`src/rtl/seg_scan_ctrl.sv`:
```
// Scan controller for an 8-digit common-anode 7-segment display.
// Holds one hex value and decimal point per digit and scans the enabled digits with a blanking gap.
module seg_scan_ctrl #(
  parameter int SCAN_DIV  = 100000,
  parameter int BLANK_CYC = 100
) (
  input  logic       clk_i,
  input  logic       rst_i,
  input  logic       wr_en_i,
  input  logic [2:0] wr_addr_i,
  input  logic [3:0] wr_data_i,
  input  logic       wr_dp_i,
  input  logic [7:0] dig_en_i,
  input  logic       lz_supp_i,
  output logic [7:0] seg_o,
  output logic [7:0] an_o,
  output logic [2:0] scan_idx_o,
  output logic       frame_done_o,
  output logic [1:0] state_o
);

  localparam int CW = (SCAN_DIV > 1) ? $clog2(SCAN_DIV) : 1;
  localparam logic [CW-1:0] BLANK_LAST = CW'(BLANK_CYC - 1);
  localparam logic [CW-1:0] DIV_LAST   = CW'(SCAN_DIV - 1);

  typedef enum logic [1:0] {
    S_IDLE  = 2'd0,
    S_BLANK = 2'd1,
    S_DRIVE = 2'd2
  } state_t;

  state_t        state_q;
  logic [CW-1:0] cnt_q;
  logic [2:0]    idx_q;
  logic [7:0]    pat_q;
  logic [7:0]    an_q;
  logic [7:0]    seg_q;
  logic          fd_q;

  logic [3:0]    val_q [8];
  logic [7:0]    dp_q;

  logic [2:0]    low_idx;
  logic          low_found;
  logic [2:0]    nxt_idx;
  logic          nxt_wrap;
  logic          lz_blank;
  logic [7:0]    pat_d;
  logic [7:0]    drive_an;

  function automatic logic [6:0] hex7(input logic [3:0] v);
    case (v)
      4'h0: hex7 = 7'h40;
      4'h1: hex7 = 7'h79;
      4'h2: hex7 = 7'h24;
      4'h3: hex7 = 7'h30;
      4'h4: hex7 = 7'h19;
      4'h5: hex7 = 7'h12;
      4'h6: hex7 = 7'h02;
      4'h7: hex7 = 7'h78;
      4'h8: hex7 = 7'h00;
      4'h9: hex7 = 7'h10;
      4'hA: hex7 = 7'h08;
      4'hB: hex7 = 7'h03;
      4'hC: hex7 = 7'h46;
      4'hD: hex7 = 7'h21;
      4'hE: hex7 = 7'h06;
      default: hex7 = 7'h0E;
    endcase
  endfunction

  // Digit storage; reset wins over a write landing on the same edge.
  always_ff @(posedge clk_i) begin
    if (rst_i) begin
      for (int i = 0; i < 8; i++) val_q[i] <= 4'd0;
      dp_q <= 8'd0;
    end else if (wr_en_i) begin
      val_q[wr_addr_i] <= wr_data_i;
      dp_q[wr_addr_i]  <= wr_dp_i;
    end
  end

  // Index selection and the pattern for the digit about to be driven.
  always_comb begin
    low_idx   = 3'd0;
    low_found = 1'b0;
    nxt_wrap  = 1'b1;
    for (int j = 0; j < 8; j++) begin
      if (dig_en_i[j] && !low_found) begin
        low_idx   = 3'(j);
        low_found = 1'b1;
      end
    end
    nxt_idx = low_idx;
    for (int j = 7; j >= 0; j--) begin
      if (dig_en_i[j] && (3'(j) > idx_q)) begin
        nxt_idx  = 3'(j);
        nxt_wrap = 1'b0;
      end
    end
    lz_blank = lz_supp_i && (idx_q != low_idx) && (val_q[idx_q] == 4'd0) && !dp_q[idx_q];
    for (int j = 0; j < 8; j++) begin
      if (dig_en_i[j] && (3'(j) > idx_q) && ((val_q[j] != 4'd0) || dp_q[j]))
        lz_blank = 1'b0;
    end
    pat_d    = lz_blank ? 8'hFF : {~dp_q[idx_q], hex7(val_q[idx_q])};
    drive_an = ~(8'd1 << idx_q);
  end

  always_ff @(posedge clk_i) begin
    if (rst_i) begin
      state_q <= S_IDLE;
      cnt_q   <= '0;
      idx_q   <= 3'd0;
      pat_q   <= 8'hFF;
      an_q    <= 8'hFF;
      seg_q   <= 8'hFF;
      fd_q    <= 1'b0;
    end else begin
      fd_q <= 1'b0;
      if (dig_en_i == 8'd0) begin
        state_q <= S_IDLE;
        cnt_q   <= '0;
        an_q    <= 8'hFF;
        seg_q   <= 8'hFF;
      end else begin
        case (state_q)
          S_IDLE: begin
            idx_q   <= low_idx;
            cnt_q   <= '0;
            state_q <= S_BLANK;
            an_q    <= 8'hFF;
            seg_q   <= 8'hFF;
          end
          S_BLANK: begin
            cnt_q <= cnt_q + CW'(1);
            an_q  <= 8'hFF;
            seg_q <= 8'hFF;
            if (cnt_q == BLANK_LAST) begin
              pat_q   <= pat_d;
              state_q <= S_DRIVE;
              if (dig_en_i[idx_q]) begin
                an_q  <= drive_an;
                seg_q <= pat_d;
              end
            end
          end
          S_DRIVE: begin
            if (cnt_q == DIV_LAST) begin
              cnt_q   <= '0;
              idx_q   <= nxt_idx;
              state_q <= S_BLANK;
              an_q    <= 8'hFF;
              seg_q   <= 8'hFF;
              // Wrapping back to the lowest index means the highest digit just finished.
              fd_q    <= nxt_wrap;
            end else begin
              cnt_q <= cnt_q + CW'(1);
              if (dig_en_i[idx_q]) begin
                an_q  <= drive_an;
                seg_q <= pat_q;
              end else begin
                an_q  <= 8'hFF;
                seg_q <= 8'hFF;
              end
            end
          end
          default: begin
            state_q <= S_IDLE;
            cnt_q   <= '0;
            an_q    <= 8'hFF;
            seg_q   <= 8'hFF;
          end
        endcase
      end
    end
  end

  assign seg_o        = seg_q;
  assign an_o         = an_q;
  assign scan_idx_o   = idx_q;
  assign frame_done_o = fd_q;
  assign state_o      = state_q;

endmodule
```
`config.mk`:
```
export PLATFORM = sky130hd
export DESIGN_NAME = seg_scan_ctrl
export DESIGN_NICKNAME = d
export VERILOG_FILES = /design/src/rtl/seg_scan_ctrl.sv
export SDC_FILE = /design/constraint.sdc
export NUM_CORES = 1
export LEC_CHECK = 0
export CAP_MARGIN = 20
export CORE_UTILIZATION = 40
export DETAILED_ROUTE_END_ITERATION = 16
export SLEW_MARGIN = 20
export SYNTH_ARGS = -nofsm -noshare
export SYNTH_HDL_FRONTEND = slang
export SYNTH_SLANG_ARGS = --single-unit
```
`constraint.sdc`:
```
create_clock -name clk_i -period 8.4 [get_ports clk_i]
set_input_delay 0.84 -clock clk_i [delete_from_list [all_inputs] [get_ports clk_i]]
set_output_delay 0.84 -clock clk_i [all_outputs]
set_load 0.02 [all_outputs]
```
==> results.sh, run 1 <==
export IMPL_gp_congestion=0.8800
export IMPL_vdd_ir_drop_max_mv=0.1682
export IMPL_synthTopCellsByArea="dfxtp_1 25%, edfxtp_1 20%, mux4_2 5.7%, and2_1 5.0%, nor2_1 4.4%"
export IMPL_status="finished clean"
export IMPL_die_area_um2=12260
export IMPL_track_usage_pct=19.10
export IMPL_rsz0062_at_grt="false"
export IMPL_via_per_inst=5.480
export IMPL_async_flop_share_pct=0
export IMPL_p_int_uw=764.9
export IMPL_synth_ff_type="dfxtp_1"
export IMPL_ant_nets=0
export IMPL_finalPower_uw=1035
export IMPL_diodes=0
export IMPL_p_per_area_nw_per_um2=187.9
export IMPL_max_freq_mhz=279.2
export IMPL_drc_errors=0
export IMPL_nets=556
export IMPL_crit_path_end_kind="register"
export IMPL_fin_crit_sh_pct=42.64
export IMPL_hold_viol=0
export IMPL_h_tree_depth=3
export IMPL_criticalPathCategory="register to register"
export IMPL_seq_area_frac_synth_pct=44.87
export IMPL_grt_pass1_wl_um=18390
export IMPL_post_route_min_period_ns=3.581
export IMPL_multiInputGateArea_um2=2405
export IMPL_die_x_um=110.7
export IMPL_max_slew_margin_pct=29.61
export IMPL_n_fill_cell=1072
export IMPL_synth_top_cell_by_area="dfxtp_1"
export IMPL_arrival_ns=3.86
export IMPL_clock_latency_ns=0.35
export IMPL_regArea_um2=2122
export IMPL_dr_first_iter_drc_count=259
export IMPL_syn_avg_cell_area_um2=9.516
export IMPL_clkPwrFrac_pct=38.5
export IMPL_cts_sinks=90
export IMPL_drv_cap=0
export IMPL_fin_skew_ns=0.006593
export IMPL_grt_pass1_vias=3618
export IMPL_wl_met1_um=4808
export IMPL_start_util_pct=41.24
export IMPL_yosysTopAreaCellShare_pct=24.55
export IMPL_synthDistinctLibCells=63
export IMPL_syn_area_um2=4730
export IMPL_postCtsResizedCells=0
export IMPL_vias=3688
export IMPL_power_frac_seq_pct=47.2
export IMPL_power_switching_uw=270.1
export IMPL_cellLeakagePower_uw=0.001920
export IMPL_cts_tree="done"
export IMPL_synth_nets=528
export IMPL_path_max_fanout=8
export IMPL_die_height_um=110.7
export IMPL_cts_buffers=9
export IMPL_firstDrtPassIters=4
export IMPL_clk_pin_slew_worst_paths_ns=0.06
export IMPL_drv_slew=0
export IMPL_hpwl_um=8386
export IMPL_tns_ns=0
export IMPL_port_buffers=41
export IMPL_clock_path_buffers=2
export IMPL_wire_per_inst_um=16.23
export IMPL_worst_slew_pin_slew_ns=1.027
export IMPL_highest_layer="met4"
export IMPL_hold_buffers=0
export IMPL_met3WireLength_um=440
export IMPL_place_inst=657
export IMPL_grt_max_degree=25
export IMPL_swShare_pct=26.10
export IMPL_stdcell_area_um2=5508
export IMPL_hp_class="register to register"
export IMPL_ios=42
export IMPL_ys_ff_latch=90
export IMPL_dpl_cell_area_um2=5214
export IMPL_area_delta_synth_final_pct=16.45
export IMPL_core_um2=11470
export IMPL_postSynthCellCount=497
export IMPL_finalWirelength_um=10920
export IMPL_crit_required_ns=8.68
export IMPL_stdcell_count=673
export IMPL_comb_power_share_pct=14.3
export IMPL_row_count=39
export IMPL_drive_above_1_share_pct=8.679
export IMPL_overflow=0
export IMPL_post_cts_buffers=0
export IMPL_synth_warnings=0
export IMPL_start_kind="register"
export IMPL_synth_edff_count=32
export IMPL_wl_met2_um=5456
export IMPL_cts_root_buf="clkbuf_16"
export IMPL_setup_viol=0
export IMPL_antenna_found_initial=0
Yosys cell counts (6+ instances only):
library cell,instances
dfxtp_1,58
nor2_1,55
and2_1,38
nand2_1,37
edfxtp_1,32
o21ai_0,26
inv_1,24
a21oi_1,20
clkbuf_1,19
mux4_2,12
ha_1,11
nand3_1,11
xor2_1,11
nor2b_1,8
nor4_1,8
a31oi_1,7
and3_1,7
mux2i_1,7
nand2b_1,7
nor3_1,7
a21oi_2,6
a22oi_1,6
kinds of logic after synthesis:
family          count (synthesis)  synth area share, %
simple gates                  209                23.25
compound gates                100                13.84
mux                            21                7.672
buf+inv                        49                4.286
xor+xnor                       16                2.963
flops                          90                44.87
fa+ha+maj                      12                3.122
worst max-delay path, cell delays in order (launching register included):
cell     delay, ns
dfxtp_1       0.62
mux4_2        0.56
mux2i_1       0.46
ha_1          0.29
nand2_1       0.08
or4_1         0.48
or4_4         0.56
and3b_1       0.30
a21oi_2       0.16
layout make-up:
type | instances | share of cell area, %
inverter | 24 | 1.636
clock inverter | 7 | 1.249
multi-input combinational | 358 | 43.66
timing repair buffer | 42 | 7.587
clock buffer | 9 | 4.089
sequential | 90 | 38.53
tap | 143 | 3.249
power groups by stage:
stage / registers, µW / logic (µW) / clock network (µW)
2_1_floorplan: 496 / 93.2 / 0
3_3_place_gp: 498 / 146 / 0
3_5_place_dp: 498 / 148 / 0
4_1_cts: 488 / 149 / 406
5_1_grt: 491 / 163 / 427
6_report: 488 / 148 / 398
stage by stage:
step / hold slack, ns / worst slack, ns / util [%]
3_3_place_gp: 0.4404 / 4.770 / 45.47
6_report: 0.4583 / 4.819 / 48.03
4_1_cts: 0.4648 / 4.790 / 48.03
5_1_grt: 0.4935 / 4.526 / 48.03
2_1_floorplan: 0.4263 / 5.196 / -
3_5_place_dp: 0.4511 / 4.596 / 45.47
state kept, by name (all words and copies together) (netlist names), named ones only:
register	flops
an_o	8
cnt_q	17
dp_q	8
frame_done_o	1
pat_q	8
scan_idx_o	3
seg_o	8
state_o	2
val_q	32
metal layers:
layer	track usage [%]	up-vias
li1	-	1832
met1	23.16	1761
met2	32.17	76
met3	5.303	19
met4	7.289	0
met5	0	-
final timing paths:
path,from,to,slack [ns],depth (start not counted)
setup / recovery,register,pat_q[4],4.82,8
hold / removal,cnt_q[0],cnt_q[0],0.46,1
hold reg to reg,cnt_q[0],cnt_q[0],0.46,1
setup reg to reg,register,pat_q[4],4.82,8
placed cells by master, fill, tap and decap left out, types with 3 or more instances in the layout:
cell type,instances
o21bai_1,4
mux2i_1,7
nand4_1,5
nand2_1,37
and3_1,7
clkbuf_16,9
nor4_1,8
nand3_1,11
a21oi_2,6
o41ai_1,3
xor2_1,11
nor2b_1,8
dfxtp_1,58
nand2b_1,7
mux4_2,12
clkdlybuf4s50_1,41
o21ai_0,26
a31oi_1,7
nor3_1,7
a22oi_1,6
edfxtp_1,32
nor2_1,55
o22ai_1,5
or4_1,4
nand3b_1,3
a31o_2,4
xnor2_1,5
a21oi_1,20
and2_1,38
inv_1,24
ha_1,11
or3_1,3
Note: power is estimated with default switching activity, not from simulation.
==> run 2, diff against run 1 <==
==> constraint.sdc (replaced) <==
create_clock -name clk_i -period 3.5 [get_ports clk_i]
set_input_delay 0.35 -clock clk_i [delete_from_list [all_inputs] [get_ports clk_i]]
set_output_delay 0.35 -clock clk_i [all_outputs]
set_load 0.02 [all_outputs]
==> run 2 against run 1 <==
Net effect: global-route usage is 0.096 points lower; worst hold slack improved by 0.013 ns; flip-flop and latch count unchanged; first-iteration DRC count decreased by 3.5%; power is 140% higher; combinational power grew to 2.5 times the previous value; via count is 0.87% lower; register-to-register slack lost 4.4 ns; die area unchanged; sequential share of layout area decreased by 0.41 points; wire length decreased by 0.62%; largest cell class unchanged.
==> results.sh, run 2 (synthesis gave the netlist of run 1 again) <==
export IMPL_status="finished clean"
export IMPL_criticalPathCategory="register to register"
export IMPL_post_cts_buffers=0
export IMPL_hpwl_um=8379
export IMPL_p_per_area_nw_per_um2=437.7
export IMPL_dr_first_iter_drc_count=250
export IMPL_port_buffers=41
export IMPL_drc_errors=0
export IMPL_crit_required_ns=3.78
export IMPL_cpPeakStageDelay_ns=0.55
export IMPL_drv_cap=0
export IMPL_die_area_um2=12260
export IMPL_cts_buffers=9
export IMPL_firstDrtPassIters=4
export IMPL_grt_pass1_vias=3667
export IMPL_drv_slew=0
export IMPL_die_height_um=110.7
export IMPL_fin_worst_hold_slack_ns=0.4714
export IMPL_clock_path_buffers=2
export IMPL_tns_ns=0
export IMPL_fin_crit_sh_pct=87.49
export IMPL_dpl_cell_area_um2=5289
export IMPL_overflow=0
export IMPL_finalWirelength_um=10860
export IMPL_final_core_util_pct=48.54
export IMPL_rsz0062_at_grt="false"
export IMPL_cellLeakagePower_uw=0.001965
export IMPL_power_switching_uw=653.4
export IMPL_largest_register="val_q"
export IMPL_worst_slew_pin_slew_ns=0.7113
export IMPL_start_util_pct=41.24
export IMPL_path_buf_inv=1
export IMPL_max_slew_margin_pct=52.14
export IMPL_diodes=0
export IMPL_finalWorstSetupSlack_ns=0.4380
export IMPL_ant_nets=0
export IMPL_h_tree_depth=3
export IMPL_postCtsResizedCells=0
export IMPL_clock_latency_ns=0.34
export IMPL_ios=42
export IMPL_vdd_ir_drop_max_mv=0.2732
export IMPL_hold_viol=0
export IMPL_arrival_ns=3.34
export IMPL_fin_skew_ns=0.009505
export IMPL_hold_buffers=0
export IMPL_swShare_pct=26.82
export IMPL_crit_family="simple AND/OR/NAND/NOR gates"
export IMPL_start_kind="register"
export IMPL_via_per_inst=5.353
export IMPL_pre_cts_ws_ns=0.1731
export IMPL_nets=566
export IMPL_track_usage_pct=19.00
export IMPL_comb_power_share_pct=15.4
export IMPL_p_int_uw=1783
export IMPL_setup_viol=0
export IMPL_cts_root_buf="clkbuf_16"
export IMPL_stdcell_area_um2=5567
export IMPL_grt_max_degree=20
export IMPL_max_freq_mhz=326.6
export IMPL_clk_pin_slew_worst_paths_ns=0.06
export IMPL_top_regs="val_q x32, cnt_q x17"
export IMPL_antenna_found_initial=0
export IMPL_clkPwrFrac_pct=36.9
export IMPL_vias=3656
export IMPL_largest_reg_flops=32
export IMPL_grt_pass1_wl_um=18400
export IMPL_final_common_cell="dfxtp_1"
export IMPL_area_delta_synth_final_pct=17.70
export IMPL_drive_above_1_share_pct=10.37
export IMPL_hp_class="register to register"
export IMPL_gp_congestion=0.8507
export IMPL_core_um2=11470
export IMPL_path_max_fanout=8
export IMPL_cts_tree="done"
export IMPL_wire_per_inst_um=15.89
export IMPL_cts_sinks=90
export IMPL_die_x_um=110.7
export IMPL_power_frac_seq_pct=47.7
export IMPL_crit_path_end_kind="register"
export IMPL_post_route_min_period_ns=3.062
export IMPL_row_count=39
export IMPL_layout_common_cells="58 x dfxtp_1, 55 x nor2_1, 41 x clkdlybuf4s50_1, 38 x and2_1, 37 x nand2_1"
export IMPL_n_fill_cell=1098
export IMPL_slowest_stage="or4_4"
export IMPL_crit_chain="buf_4, mux4_2, mux2i_1, ha_1, nand2_1, or4_1, or4_4, and3b_1, a21oi_2"
-- run 2: changes by cell type in the layout (fill, tap and decap cells not counted), sizes merged --
cell	before	now
bufinv	1	0
clkinvlp	3	2
buf	1	11
inv	25	27
-- run 2: power groups by stage --
stage          sequential (µW)  combinational [µW]  clock, µW
3_3_place_gp              1180                 374          0
5_1_grt                   1170                 416        967
4_1_cts                   1160                 378        925
6_report                  1160                 376        898
2_1_floorplan             1190                 224          0
3_5_place_dp              1190                 377          0
-- run 2: metal layers --
metal,routed length [µm],vias to the layer above,track usage (%)
met5,0,-,0
met4,212,0,8.000
met2,5392,81,31.97
met3,406,19,3.937
met1,4844,1702,23.64
li1,-,1854,-
-- run 2: path summary, 6_finish.rpt --
path / from / endpoint / slack, ns / cells past startpoint
max: register / pat_q[6] / 0.44 / 9
min reg2reg: cnt_q[0] / cnt_q[0] / 0.47 / 1
max reg2reg: register / pat_q[6] / 0.44 / 9
min: cnt_q[0] / cnt_q[0] / 0.47 / 1
-- run 2: area by class of cell --
cell class / count / area (µm²) / share of cell area (%)
flip-flops and latches: 90 / 2122 / 38.12
clock inverters: 7 / 52.55 / 0.9440
repair buffers: 52 / 493.0 / 8.856
inverters: 24 / 90.09 / 1.618
well taps: 143 / 178.9 / 3.214
multi-input cells: 358 / 2405 / 43.20
clock buffers: 9 / 225.2 / 4.046
-- run 2: through the flow --
stage	power, µW	cells
after floorplan	1415	497
after global placement	1559	667
after detailed placement	1562	667
after CTS	2465	683
after global routing	2549	683
final	2436	683
==> run 3, diff against run 2 <==
--- a/config.mk
+++ b/config.mk
@@ -5,9 +5,10 @@
 export SDC_FILE = /design/constraint.sdc
 export NUM_CORES = 1
 export LEC_CHECK = 0
-export CAP_MARGIN = 20
-export CORE_UTILIZATION = 40
+export ABC_CLOCK_PERIOD_IN_PS = 3500
+export CORE_UTILIZATION = 58
 export DETAILED_ROUTE_END_ITERATION = 16
+export PLACE_DENSITY = 0.8
 export SLEW_MARGIN = 20
 export SYNTH_ARGS = -nofsm -noshare
 export SYNTH_HDL_FRONTEND = slang
==> run 3 against run 2 <==
Net effect: non-clock buffer count down 1; power is 4.7% lower; clock power shrank 13%; critical path type unchanged.
==> results.sh, run 3 (synthesis gave the netlist of run 1 again) <==
export IMPL_stdcell_area_um2=5453
export IMPL_hp_class="register to register"
export IMPL_grt_pass1_wl_um=17640
export IMPL_row_count=32
export IMPL_status="finished clean"
export IMPL_rsz0062_at_grt="false"
export IMPL_post_route_min_period_ns=3.100
export IMPL_port_buffers=41
export IMPL_hpwl_um=7959
export IMPL_whs_path_depth=1
export IMPL_gp_congestion=0.9436
export IMPL_ant_nets=0
export IMPL_postCtsResizedCells=0
export IMPL_finalWirelength_um=10500
export IMPL_start_util_pct=60.58
export IMPL_overflow=0
export IMPL_cts_sinks=90
export IMPL_fin_crit_sh_pct=88.57
export IMPL_worstReg2RegEnd="pat_q[6]"
export IMPL_die_height_um=92.30
export IMPL_cts_tree="done"
export IMPL_hold_path_startpoint="cnt_q[0]"
export IMPL_h_tree_depth=3
export IMPL_criticalPathCategory="register to register"
export IMPL_hold_buffers=0
export IMPL_r2r_slack_ns=0.40
export IMPL_crit_path_end_kind="register"
export IMPL_hold_viol=0
export IMPL_cellLeakagePower_uw=0.001934
export IMPL_grt_max_degree=21
export IMPL_core_um2=7807
export IMPL_track_usage_pct=26.36
export IMPL_arrival_ns=3.39
export IMPL_r2r_cells=9
export IMPL_vdd_ir_drop_max_mv=0.3238
export IMPL_firstDrtPassIters=4
export IMPL_cts_buffers=9
export IMPL_hold_end="cnt_q[0]"
export IMPL_drc_errors=0
export IMPL_area_delta_synth_final_pct=15.29
export IMPL_max_freq_mhz=322.6
export IMPL_grt_pass1_vias=3650
export IMPL_drv_slew=0
export IMPL_cts_root_buf="clkbuf_8"
export IMPL_antenna_found_initial=0
export IMPL_path_max_fanout=8
export IMPL_dr_first_iter_drc_count=244
export IMPL_start_kind="register"
export IMPL_dpl_cell_area_um2=5230
export IMPL_setup_viol=0
export IMPL_die_x_um=92.30
export IMPL_nets=565
export IMPL_crit_required_ns=3.79
export IMPL_worst_slew_pin_slew_ns=0.6562
export IMPL_regArea_um2=2122
export IMPL_via_per_inst=5.869
export IMPL_clock_path_buffers=2
export IMPL_layout_common_cells="58 x dfxtp_1, 55 x nor2_1, 41 x clkdlybuf4s50_1, 38 x and2_1, 37 x nand2_1"
export IMPL_die_area_um2=8519
export IMPL_diodes=0
export IMPL_n_fill_cell=620
export IMPL_tns_ns=0
export IMPL_drv_cap=0
export IMPL_top_regs="val_q x32, cnt_q x17"
export IMPL_largest_reg_flops=32
export IMPL_final_common_cell="dfxtp_1"
export IMPL_ios=42
export IMPL_vias=3762
export IMPL_post_cts_buffers=0
export IMPL_wire_per_inst_um=16.38
export IMPL_fin_skew_ns=0.007737
export IMPL_largest_register="val_q"
export IMPL_drive_above_1_share_pct=10.20
export IMPL_multiInputGateArea_um2=2405
export IMPL_clock_latency_ns=0.35
export IMPL_max_slew_margin_pct=56.26
export IMPL_p_per_area_nw_per_um2=425.6
export IMPL_clk_pin_slew_worst_paths_ns=0.09
[run 3: cell types whose count changed in the layout (fill, tap and decap cells not counted)]
cell	previous run	this run
clkbuf_16	9	0
clkbuf_8	0	9
bufinv_16	0	2
buf_4	11	10
clkinv_2	1	0
inv_6	3	2
[run 3: area by class of cell]
type | instances | share of cell area, %
Clock inverter | 7 | 1.813
Clock buffer | 9 | 2.272
Multi-Input combinational cell | 358 | 44.10
Inverter | 24 | 1.652
Tap cell | 102 | 2.341
Sequential cell | 90 | 38.92
Timing Repair Buffer | 51 | 8.903
[run 3: worst max-delay path by stage]
stage                    end        start  slack (ns)  cells past startpoint
finish              pat_q[6]     register        0.40                      9
global route        pat_q[6]     register        0.23                      9
CTS                 pat_q[6]     register        0.41                      9
detailed placement  seg_o[5]  dig_en_i[2]        0.35                      8
global placement    seg_o[4]  dig_en_i[2]        0.46                      8
floorplan           pat_q[6]     register        0.30                     10
[run 3: where the power goes]
part / total [µW] / switching, µW / internal, µW / leakage [µW]
clock: 783 / 377 / 407 / 0.000106
sequential: 1160 / 32.8 / 1130 / 0.000780
combinational: 375 / 210 / 166 / 0.00105
total: 2320 / 619 / 1700 / 0.00193
[run 3: critical path, stage by stage, from the launching register on]
cell and delay, ns:
dfxtp_1 0.32, buf_4 0.19, mux4_2 0.53, mux2i_1 0.22, ha_1 0.23, nand2_1 0.06, or4_1 0.46, or4_4 0.55
and3b_1 0.30, a21oi_2 0.16
[run 3: per-layer routing]
metal,vias to the layer above,global-route usage [%],wire [µm]
li1,1858,-,-
met1,1779,32.64,4511
met2,102,46.73,5367
met3,23,3.530,353
met4,0,9.766,265
met5,-,0,0
[run 3: metrics by stage]
stage                     cells  setup WS, ns  power [µW]  utilization (%)  hold slack, ns
final                       641        0.4001        2321            69.84          0.4968
after global routing        641        0.2315        2419            69.84          0.5081
after CTS                   641        0.4092        2328            69.84          0.5004
after detailed placement    625        0.3543        1556            66.99          0.4790
after global placement      625        0.4577        1548            66.99          0.4469
after floorplan             497        0.2959        1415                -          0.4263
